**config.mk**
```make
export PLATFORM = sky130hd
export DESIGN_NAME = rr_mux_nto1
export DESIGN_NICKNAME = d
export VERILOG_FILES = /design/src/rtl/rr_mux_pkg.sv /design/src/rtl/rr_mux_nto1_arbiter.sv /design/src/rtl/rr_mux_nto1.sv
export SDC_FILE = /design/constraint.sdc
export NUM_CORES = 1
export LEC_CHECK = 0
export ABC_AREA = 0
export BUFFER_PORTS_ARGS = -buffer_cell sky130_fd_sc_hd__buf_2
export CAP_MARGIN = 20
export CELL_PAD_IN_SITES_DETAIL_PLACEMENT = 1
export CELL_PAD_IN_SITES_GLOBAL_PLACEMENT = 1
export CORE_MARGIN = 4
export CORE_UTILIZATION = 30
export DETAILED_ROUTE_END_ITERATION = 10
export PLACE_DENSITY_LB_ADDON = 0.08
export SETUP_SLACK_MARGIN = 0.1
export SYNTH_ARGS = -nofsm -noshare
export SYNTH_HDL_FRONTEND = slang
export SYNTH_SLANG_ARGS = --single-unit
```
**constraint.sdc**
```tcl
create_clock -name clk -period 4.3 [get_ports clk]
set_clock_uncertainty 0.1 [all_clocks]
set_input_delay 0.215 -clock clk [delete_from_list [all_inputs] [get_ports clk]]
set_output_delay 0.215 -clock clk [all_outputs]
set_load 0.005 [all_outputs]
```
**src/rtl/rr_mux_pkg.sv**
```systemverilog
// rr_mux_pkg: shared constants for the N:1 round-robin / fixed-select mux.
//   MODE_RR / MODE_FIXED : encodings of the rr_mux_nto1 'mode' input
//   RR_MUX_N_DEF         : default channel count
//   RR_MUX_WIDTH_DEF     : default data width per channel
package rr_mux_pkg;

  localparam logic MODE_RR    = 1'b0;
  localparam logic MODE_FIXED = 1'b1;

  localparam int RR_MUX_N_DEF     = 4;
  localparam int RR_MUX_WIDTH_DEF = 8;

endpackage : rr_mux_pkg

```
**src/rtl/rr_mux_nto1_arbiter.sv**
```systemverilog
// rr_arbiter: combinational rotate-priority arbiter.
// The search starts at channel 'ptr' and moves upward, wrapping from N-1 to 0.
// The first requesting channel found is granted.
//   req [N]  : request vector
//   ptr [CW] : highest-priority channel index (must be < N)
//   gnt [N]  : one-hot grant (all zero when there is no request)
module rr_arbiter
  import rr_mux_pkg::*;
#(
  parameter  int N  = RR_MUX_N_DEF,
  localparam int CW = (N > 1) ? $clog2(N) : 1
) (
  input  logic [N-1:0]  req,
  input  logic [CW-1:0] ptr,
  output logic [N-1:0]  gnt
);

  always_comb begin
    logic        found;
    int unsigned idx;
    gnt   = '0;
    found = 1'b0;
    for (int unsigned k = 0; k < N; k++) begin
      // Wrap by subtraction rather than modulo, so a non-power-of-two N
      // still produces a valid index.
      idx = int'(ptr) + k;
      if (idx >= N) begin
        idx = idx - N;
      end
      if (!found && req[idx]) begin
        gnt[idx] = 1'b1;
        found    = 1'b1;
      end
    end
  end

endmodule : rr_arbiter

```
**src/rtl/rr_mux_nto1.sv**
```systemverilog
// rr_mux_nto1: N-input, WIDTH-bit multiplexer with a registered output.
// Each input channel uses a valid/ready handshake.
// Selection is either round-robin (mode=MODE_RR) or a fixed channel given
// by 'sel' (mode=MODE_FIXED).
// Optional macro RR_MUX_PARITY_EN adds out_par, the registered XOR-reduce
// (even parity) of out_data.
//   clk, rst_n : clock, synchronous active-low reset
//   mode, sel  : selection mode and fixed-select channel index
//   in_valid   : per-channel valid
//   in_data    : flattened channel data; channel i is [i*WIDTH +: WIDTH]
//   in_ready   : per-channel ready (combinational, at most one bit set)
//   out_valid  : output register holds a word
//   out_ready  : consumer accepts the word
//   out_data   : registered data
//   out_ch     : registered source-channel index
//   out_par    : registered parity of out_data (RR_MUX_PARITY_EN only)
module rr_mux_nto1
  import rr_mux_pkg::*;
#(
  parameter  int N     = RR_MUX_N_DEF,
  parameter  int WIDTH = RR_MUX_WIDTH_DEF,
  localparam int CW    = (N > 1) ? $clog2(N) : 1
) (
  input  logic             clk,
  input  logic             rst_n,
  input  logic             mode,
  input  logic [CW-1:0]    sel,
  input  logic [N-1:0]     in_valid,
  input  logic [N*WIDTH-1:0] in_data,
  output logic [N-1:0]     in_ready,
  output logic             out_valid,
  input  logic             out_ready,
  output logic [WIDTH-1:0] out_data,
  output logic [CW-1:0]    out_ch
`ifdef RR_MUX_PARITY_EN
  ,
  output logic             out_par
`endif
);

  logic             out_valid_q, out_valid_d;
  logic [WIDTH-1:0] out_data_q,  out_data_d;
  logic [CW-1:0]    out_ch_q,    out_ch_d;
  logic [CW-1:0]    rr_ptr_q,    rr_ptr_d;

  logic             load;
  logic [N-1:0]     req;
  logic [N-1:0]     gnt;
  logic             xfer;
  logic [CW-1:0]    gnt_idx;
  logic [WIDTH-1:0] gnt_data;

  // The output register can accept a word when it is empty or being drained.
  assign load = !out_valid_q || out_ready;

  // Eligibility masking. In fixed mode, only the channel that matches 'sel'
  // can request. An out-of-range 'sel' matches no channel, so nothing
  // is eligible.
  always_comb begin
    req = '0;
    if (mode == MODE_RR) begin
      req = in_valid;
    end else begin
      for (int unsigned i = 0; i < N; i++) begin
        req[i] = in_valid[i] && (int'(sel) == i);
      end
    end
  end

  // In fixed mode, req has at most one bit set. The arbiter then grants
  // that bit whatever the pointer value, so both modes share one grant path.
  rr_arbiter #(
    .N (N)
  ) u_arb (
    .req (req),
    .ptr (rr_ptr_q),
    .gnt (gnt)
  );

  assign in_ready = rst_n ? (gnt & {N{load}}) : '0;
  assign xfer     = |(in_valid & in_ready);

  // One-hot grant to channel index and data.
  always_comb begin
    gnt_idx  = '0;
    gnt_data = '0;
    for (int unsigned i = 0; i < N; i++) begin
      if (gnt[i]) begin
        gnt_idx  = CW'(i);
        gnt_data = in_data[i*WIDTH +: WIDTH];
      end
    end
  end

  always_comb begin
    out_valid_d = out_valid_q;
    out_data_d  = out_data_q;
    out_ch_d    = out_ch_q;
    rr_ptr_d    = rr_ptr_q;
    if (xfer) begin
      out_valid_d = 1'b1;
      out_data_d  = gnt_data;
      out_ch_d    = gnt_idx;
      rr_ptr_d    = (int'(gnt_idx) == N - 1) ? '0 : gnt_idx + 1'b1;
    end else if (out_ready) begin
      out_valid_d = 1'b0;
    end
  end

  always_ff @(posedge clk) begin
    if (!rst_n) begin
      out_valid_q <= 1'b0;
      out_data_q  <= '0;
      out_ch_q    <= '0;
      rr_ptr_q    <= '0;
    end else begin
      out_valid_q <= out_valid_d;
      out_data_q  <= out_data_d;
      out_ch_q    <= out_ch_d;
      rr_ptr_q    <= rr_ptr_d;
    end
  end

  assign out_valid = out_valid_q;
  assign out_data  = out_data_q;
  assign out_ch    = out_ch_q;

`ifdef RR_MUX_PARITY_EN
  logic out_par_q, out_par_d;

  // Parity is computed from the incoming word, so it stays aligned with out_data.
  assign out_par_d = xfer ? ^gnt_data : out_par_q;

  always_ff @(posedge clk) begin
    if (!rst_n) begin
      out_par_q <= 1'b0;
    end else begin
      out_par_q <= out_par_d;
    end
  end

  assign out_par = out_par_q;
`endif

endmodule : rr_mux_nto1
```
==> summary.md, run 1 <==
| Metric | Value |
|---|---|
| Synth Area in Compound Gates | `33.25%` |
| Core Area | `4474 um2` |
| Diodes inserted | `0` |
| Detailed Route Iter0 Violations | `60` |
| Crit Path Category | `flop to flop` |
| Vias in the first global route | `1,614` |
| Crit path from | `rr_ptr_q[0]$_SDFFE_PN0P_` |
| Number of nets still failing antenna checks after routing | `0` |
| Layout cells sized above 1 | `37.33%` |
| WL per Instance | `18.11 um` |
| Vias | `1,528` |
| TritonCTS clock tree | `built` |
| Setup WS post-layout | `0.6759 ns` |
| 1st-pass router iterations | `4` |
| Synthesized area | `1426 um2` |
| Total gr overflow | `0` |
| Status | `completed` |
| IO Pins | `57` |
| Crit path max fanout | `12` |
| Hold-fix buffers at CTS | `0` |
| First-pass GRT wire length | `8.079 mm` |
| Crit path depth | `10` |
| Worst Path Arrival | `3.71 ns` |
| Synth Area in Simple Gates | `29.56%` |
| Distinct cell type count after synthesis | `51` |
| Top cell type's share of synthesized area | `18.25%` |
| Starting Density | `31.88%` |
| Largest net degree at the start of global routing | `20` |
| Req. time, crit path | `4.38 ns` |
| H-Tree Depth | `1` |
| Min Hold Slack | `0.2023 ns` |
| Final Routed Wirelength | `4.871 mm` |
| Sink Count | `13` |
| Fin. Hold Viols | `0` |
| Die width | `76.96 um` |
| Yosys warns | `0` |
| Setup crit end kind | `flop` |
| Max-Cap Viols | `0` |
| R2r startpoint | `rr_ptr_q[0]$_SDFFE_PN0P_` |
| CP most frequent cell | `inv_1` |
| Top FF cell, synth | `dfxtp_1` |
| Post-Synth Adder-Cell Area | `7.018%` |
| Yosys reg bits | `13` |
| Pre-CTS setup slack | `0.6516 ns` |
| Clock Pin Slew Worst Setup and Hold Paths | `0.06 ns` |
| Clk_lat worst skew | `0.23 ns` |
| Slew Limit Fails | `0` |
| Max incr delay on CP | `0.67 ns` |
| Fmax | `275.9 MHz` |
| P_leak | `0.8431 nW` |
| Worst Tran Pin Value | `0.8724 ns` |
| Synth area leaders | `dfxtp_1 18%, ha_1 7.0%, o2111ai_1 5.5%` |
| Clock Path Buffers | `2` |
| PwrDens | `660.3 nW/um2` |
| R2R cell count | `10` |
| Setup_tns | `0 ns` |
| Final period util | `84.28%` |
| Startpoint types | `flop` |
| Critical path's slowest cell | `nor3_2` |
| FP Rows | `24` |
| Largest delay share family, worst path | `simple AND/OR/NAND/NOR gates` |
| Initial antenna violation count | `0` |
| Ys async rst share | `0%` |
| Root Driver | `clkbuf_8` |
| DRC | `0` |
| Slew headroom | `41.53%` |
| Hold_sp | `out_ready` |
| PostCTS Resize Cnt | `0` |
| Register area share after synthesis | `18.25%` |
| Count of final setup violators | `0` |
| DP HPWL | `3.970 mm` |
| TritonCTS Buffers | `3` |
| Crit path buffers/inverters | `2` |
| Drt via density | `5.680` |
| Mux share of post-synthesis cell area | `3.860%` |
| Total setup buffers inserted after CTS | `0` |
| Die Ht | `76.96 um` |
| I/O Buffers | `56` |
| Largest family of logic cells by synthesized area | `compound AO/OA/AOI/OAI gates` |
| Period minus WS final | `3.624 ns` |
| Layout Nets | `268` |
| Syn-to-layout area delta | `22.72%` |
| Critical Path, Cell by Cell | `inv_1 -> ha_1 -> inv_1 -> mux4_2 -> a21boi_2 -> and2_1 -> nor3_2 -> nand3b_4 -> o2111ai_1 -> a32o_2` |
| Die area | `5922 um2` |
| VDD IR-drop max | `0.2714 mV` |
| Cell taking the most area after synthesis | `dfxtp_1` |
| Synth Net Count | `216` |
| RSZ-0062 raised after global routing | `no` |
| Total GRT Usage | `16.47%` |
| Average cell area after synthesis | `8.593 um2` |
| Worst hold-check path type | `input pin to flop` |
| Post-synth EDFFs | `0` |
| Power Total | `0.001156 W` |
| Placer congestion estimate | `0.9250` |
| Synth Area in XOR/XNOR | `0%` |
| Post-synthesis cell count | `166` |
| Hold depth | `3` |
-- layer usage --
layer / share of wire [%] / up-vias / routed length, um / track usage (%)
met4: 1.2 / 0 / 59 / 3.986
met2: 48 / 40 / 2352 / 27.53
met3: 3.4 / 6 / 168 / 1.874
met5: 0 / - / 0 / 0
li1: - / 727 / - / -
met1: 47 / 755 / 2290 / 22.48
-- state kept, by name (all words and copies together) (netlist names) --
register,count
rr_ptr_q,2
out_data,8
out_ch,2
out_valid,1
-- synthesized netlist by cell type, drive strengths merged, types with 2 or more instances --
cell,instances
a22o,4
nand2,14
a32o,8
inv,13
o31ai,4
a21bo,2
nand3,11
dfxtp,13
mux4,2
buf,7
a21boi,2
o2111ai,9
or3,3
and3,6
clkbuf,2
and2,6
nor2b,3
a211o,2
a21oi,3
o21ai,4
nor2,12
ha,8
nor3,3
nand2b,4
nor3b,8
-- cell usage in the layout, fill, tap and decap left out, drive strengths merged, types with 2 or more instances in the layout --
| cell | Yosys | final |
|---|---|---|
| buf | 7 | 56 |
| nand2 | 14 | 14 |
| inv | 13 | 13 |
| dfxtp | 13 | 13 |
| nor2 | 12 | 12 |
| nand3 | 11 | 11 |
| o2111ai | 9 | 9 |
| nor3b | 8 | 8 |
| ha | 8 | 8 |
| a32o | 8 | 8 |
| and3 | 6 | 6 |
| and2 | 6 | 6 |
| nand2b | 4 | 4 |
| o21ai | 4 | 4 |
| o31ai | 4 | 4 |
| clkbuf | 2 | 4 |
| a22o | 4 | 4 |
| nor2b | 3 | 3 |
| a21oi | 3 | 3 |
| or3 | 3 | 3 |
| nor3 | 3 | 3 |
| mux4 | 2 | 2 |
| a211o | 2 | 2 |
| a21bo | 2 | 2 |
| a21boi | 2 | 2 |
-- worst paths after layout --
kind / endpoint / slack (ns)
worst min register to register: out_ch[1]$_SDFFE_PN0P_ / 0.36
worst max register to register: out_data[5]$_SDFFE_PN0P_ / 0.68
worst min-delay path: out_valid$_SDFFE_PN0P_ / 0.20
worst max-delay path: out_data[5]$_SDFFE_PN0P_ / 0.68
-- layout make-up --
type / count / area [um2]
Fill cell: 548 / 2724
Multi-Input combinational cell: 131 / 1051
Timing Repair Buffer: 56 / 280.3
Sequential cell: 13 / 260.3
Tap cell: 52 / 65.06
Inverter: 13 / 48.80
Clock buffer: 4 / 45.04
-- power breakdown --
group	internal, W	leakage, nW	switching (W)
combinational	0.000347	0.714	0.000469
clock	0.0000653	0.0228	0.0000418
sequential	0.000183	0.106	0.0000503
-- through the flow --
step	instances	util (%)	cell area, um2
global placement	265	38.12	1705
finish	269	39.12	1750
CTS	269	39.12	1750
floorplan	166	-	1426
detailed placement	265	38.12	1705
global route	269	39.12	1750
-- worst register-to-register path, cell delays in order, from the launching register on --
cell and delay (ns):
dfxtp_1 0.58, inv_1 0.26, ha_1 0.37, inv_1 0.09
mux4_2 0.32, a21boi_2 0.19, and2_1 0.22, nor3_2 0.68
nand3b_4 0.24, o2111ai_1 0.36, a32o_2 0.18
-- logic make-up (layout without fill, tap and decap cells) --
kind of cell / after synthesis / count (layout)
simple gates: 72 / 72
buf+inv: 22 / 73
compound gates: 48 / 48
mux: 3 / 3
fa+ha+maj: 8 / 8
flops: 13 / 13
Note: power is estimated with default switching activity, not from simulation.
==> run 2, diff against run 1 <==
clock period = 3.5 ns   (was 4.3 ns; I/O delays follow)
==> run 2 against run 1 <==
Against the previous run:
- non-clock buffer count increased by 4
- wire length increased by 0.72%
- via count increased by 0.13%
- setup slack got worse by 0.27 ns
- sequential power increased by 18%
- critical path depth unchanged
- clock power increased by 25%
- global-route usage about the same
- sequential share of layout area decreased by 0.25 points
- maximum frequency increased by 17%
- register-to-register slack got worse by 0.27 ns
- clock-buffer cell count unchanged
- critical path type unchanged
- largest cell class unchanged
==> summary.md, run 2 (synthesized netlist as in run 1, its figures left out) <==
| Metric | Value |
|---|---|
| Min Hold Slack | `0.1758 ns (-0.02646 ns)` |
| Fin. Hold Viols | `0 (unchanged)` |
| Met1 wire length | `2.274 mm (-0.70%)` |
| Commonest non-fill, non-tap cell in the layout | `buf_2` |
| Met3 wire length | `294 um (+75%)` |
| PostCTS Resize Cnt | `0 (unchanged)` |
| DRC | `0 (unchanged)` |
| Final Routed Wirelength | `4.906 mm (+0.72%)` |
| Core Area | `4474 um2 (unchanged)` |
| Count of final setup violators | `0 (unchanged)` |
| Final period util | `88.54% (+4.3 points)` |
| Vias in the first global route | `1,605 (-0.56%)` |
| Worst Path Arrival | `3.14 ns (-0.57 ns)` |
| CP most frequent cell | `inv_1` |
| Worst Tran Pin Value | `0.5983 ns (-0.2740 ns)` |
| Starting Density | `31.88% (unchanged)` |
| Hold-fix buffers at CTS | `0 (unchanged)` |
| IO Pins | `57 (unchanged)` |
| H-Tree Depth | `1 (unchanged)` |
| PwrDens | `816.0 nW/um2 (+24%)` |
| Sequential cell area | `260.3 um2 (unchanged)` |
| Setup_tns | `0 ns (unchanged)` |
| Worst hold-check path type | `input pin to flop` |
| I/O Buffers | `56 (unchanged)` |
| Crit Path Category | `flop to flop` |
| Die Ht | `76.96 um (unchanged)` |
| Met2 WL | `2.293 mm (-2.5%)` |
| WL per Instance | `17.97 um (-0.76%)` |
| RSZ-0062 raised after global routing | `no` |
| DP HPWL | `4.038 mm (+1.7%)` |
| Largest net degree at the start of global routing | `20 (unchanged)` |
| Largest delay share family, worst path | `simple AND/OR/NAND/NOR gates` |
| Sink Count | `13 (unchanged)` |
| TritonCTS clock tree | `built` |
| VDD IR-drop max | `0.3841 mV (+42%)` |
| Setup crit end kind | `flop` |
| Max reg flops | `8 (unchanged)` |
| Req. time, crit path | `3.54 ns (-0.84 ns)` |
| Fmax | `322.7 MHz (+17%)` |
| Clock Path Buffers | `2 (unchanged)` |
| Root Driver | `clkbuf_8` |
| Period minus WS final | `3.099 ns (-0.5252 ns)` |
| Initial antenna violation count | `0 (unchanged)` |
| Most frequent cells in the layout | `56 x buf_2, 14 x nand2_1, 13 x inv_1, 13 x dfxtp_1` |
| Diodes inserted | `0 (unchanged)` |
| Layout Nets | `272 (+1.5%)` |
| FP Rows | `24 (unchanged)` |
| Crit path max fanout | `10 (-2)` |
| Critical path's slowest cell | `or3_1` |
| Die area | `5922 um2 (unchanged)` |
| Max incr delay on CP | `0.49 ns (-0.18 ns)` |
| Drt via density | `5.604 (-1.3%)` |
| Max-Cap Viols | `0 (unchanged)` |
| Crit path buffers/inverters | `2 (unchanged)` |
| Slew headroom | `60.11% (+19 points)` |
| Layout cells sized above 1 | `38.46% (+1.1 points)` |
| Top Metal Used | `met4` |
| Footprint of the multi-input gates | `1051 um2 (unchanged)` |
| Vias | `1,530 (+0.13%)` |
| Total setup buffers inserted after CTS | `0 (unchanged)` |
| Total GRT Usage | `16.43% (-0.037 points)` |
| TritonCTS Buffers | `3 (unchanged)` |
| Detailed Route Iter0 Violations | `78 (+30%)` |
| Die width | `76.96 um (unchanged)` |
| Clk_lat worst skew | `0.24 ns (about the same)` |
| 1st-pass router iterations | `4 (unchanged)` |
| Fillers | `569 (+3.8%)` |
| Placer congestion estimate | `0.9011 (-2.6%)` |
| Clock Pin Slew Worst Setup and Hold Paths | `0.06 ns (about the same)` |
| Startpoint types | `flop` |
| Total gr overflow | `0 (unchanged)` |
| Slew Limit Fails | `0 (unchanged)` |
| Critical Path, Cell by Cell | `inv_1 -> ha_1 -> inv_1 -> mux4_2 -> a21boi_2 -> and2_1 -> or3_1 -> nand2_1 -> o2111ai_1 -> a32o_2` |
| Status | `completed` |
| Syn-to-layout area delta | `24.82%` |
| Number of nets still failing antenna checks after routing | `0 (unchanged)` |
| First-pass GRT wire length | `8.086 mm (about the same)` |
| P_leak | `0.8613 nW (+2.2%)` |
==> run 2: cell count changes in the layout (fill, tap and decap cells not counted) <==
cell / change
buf_4: +4
==> run 2: worst paths after layout <==
check / from / endpoint / slack, ns / depth (start not counted)
worst max-delay path: rr_ptr_q[1]$_SDFFE_PN0P_ / out_data[5]$_SDFFE_PN0P_ / 0.40 / 10
worst min-delay path: in_data[19] / out_data[3]$_SDFFE_PN0P_ / 0.18 / 4
worst max register to register: rr_ptr_q[1]$_SDFFE_PN0P_ / out_data[5]$_SDFFE_PN0P_ / 0.40 / 10
worst min register to register: out_ch[1]$_SDFFE_PN0P_ / out_ch[1]$_SDFFE_PN0P_ / 0.37 / 2
==> run 2: cell type report <==
| type | instances | share of cell area [%] |
|---|---|---|
| inverter | 13 | 2.741 |
| sequential | 13 | 14.62 |
| tap | 52 | 3.654 |
| timing repair buffer | 60 | 17.43 |
| clock buffer | 4 | 2.530 |
| multi-input combinational | 131 | 59.03 |
==> run 2: stage by stage <==
stage	setup slack (ns)	instances	total power, W	area (um2)	utilization (%)
finish	0.4011	273	0.001453	1780	39.79
global route	0.1880	273	0.001585	1780	39.79
CTS	0.3847	273	0.001465	1780	39.79
detailed placement	0.4086	269	0.001322	1735	38.79
global placement	0.5633	269	0.001291	1735	38.79
floorplan	0.6848	166	0.001016	1426	-
==> run 2: power breakdown <==
| group | leakage (nW) | internal [W] | switching, W |
|---|---|---|---|
| Clock | 0.0228 | 0.0000804 | 0.0000540 |
| Sequential | 0.106 | 0.000225 | 0.0000498 |
| Combinational | 0.732 | 0.000453 | 0.000591 |
==> run 2: per-layer routing <==
metal  vias to the layer above  GRT usage [%]
met5                         -              0
met4                         0          3.804
met3                         8          3.630
met2                        38          26.83
met1                       748          21.96
li1                        736              -
==> run 2: tightest hold or removal path, stage by stage <==
cell and delay (ns):
buf_2 0.08, nand2_1 0.04, o2111ai_1 0.08, a32o_1 0.11
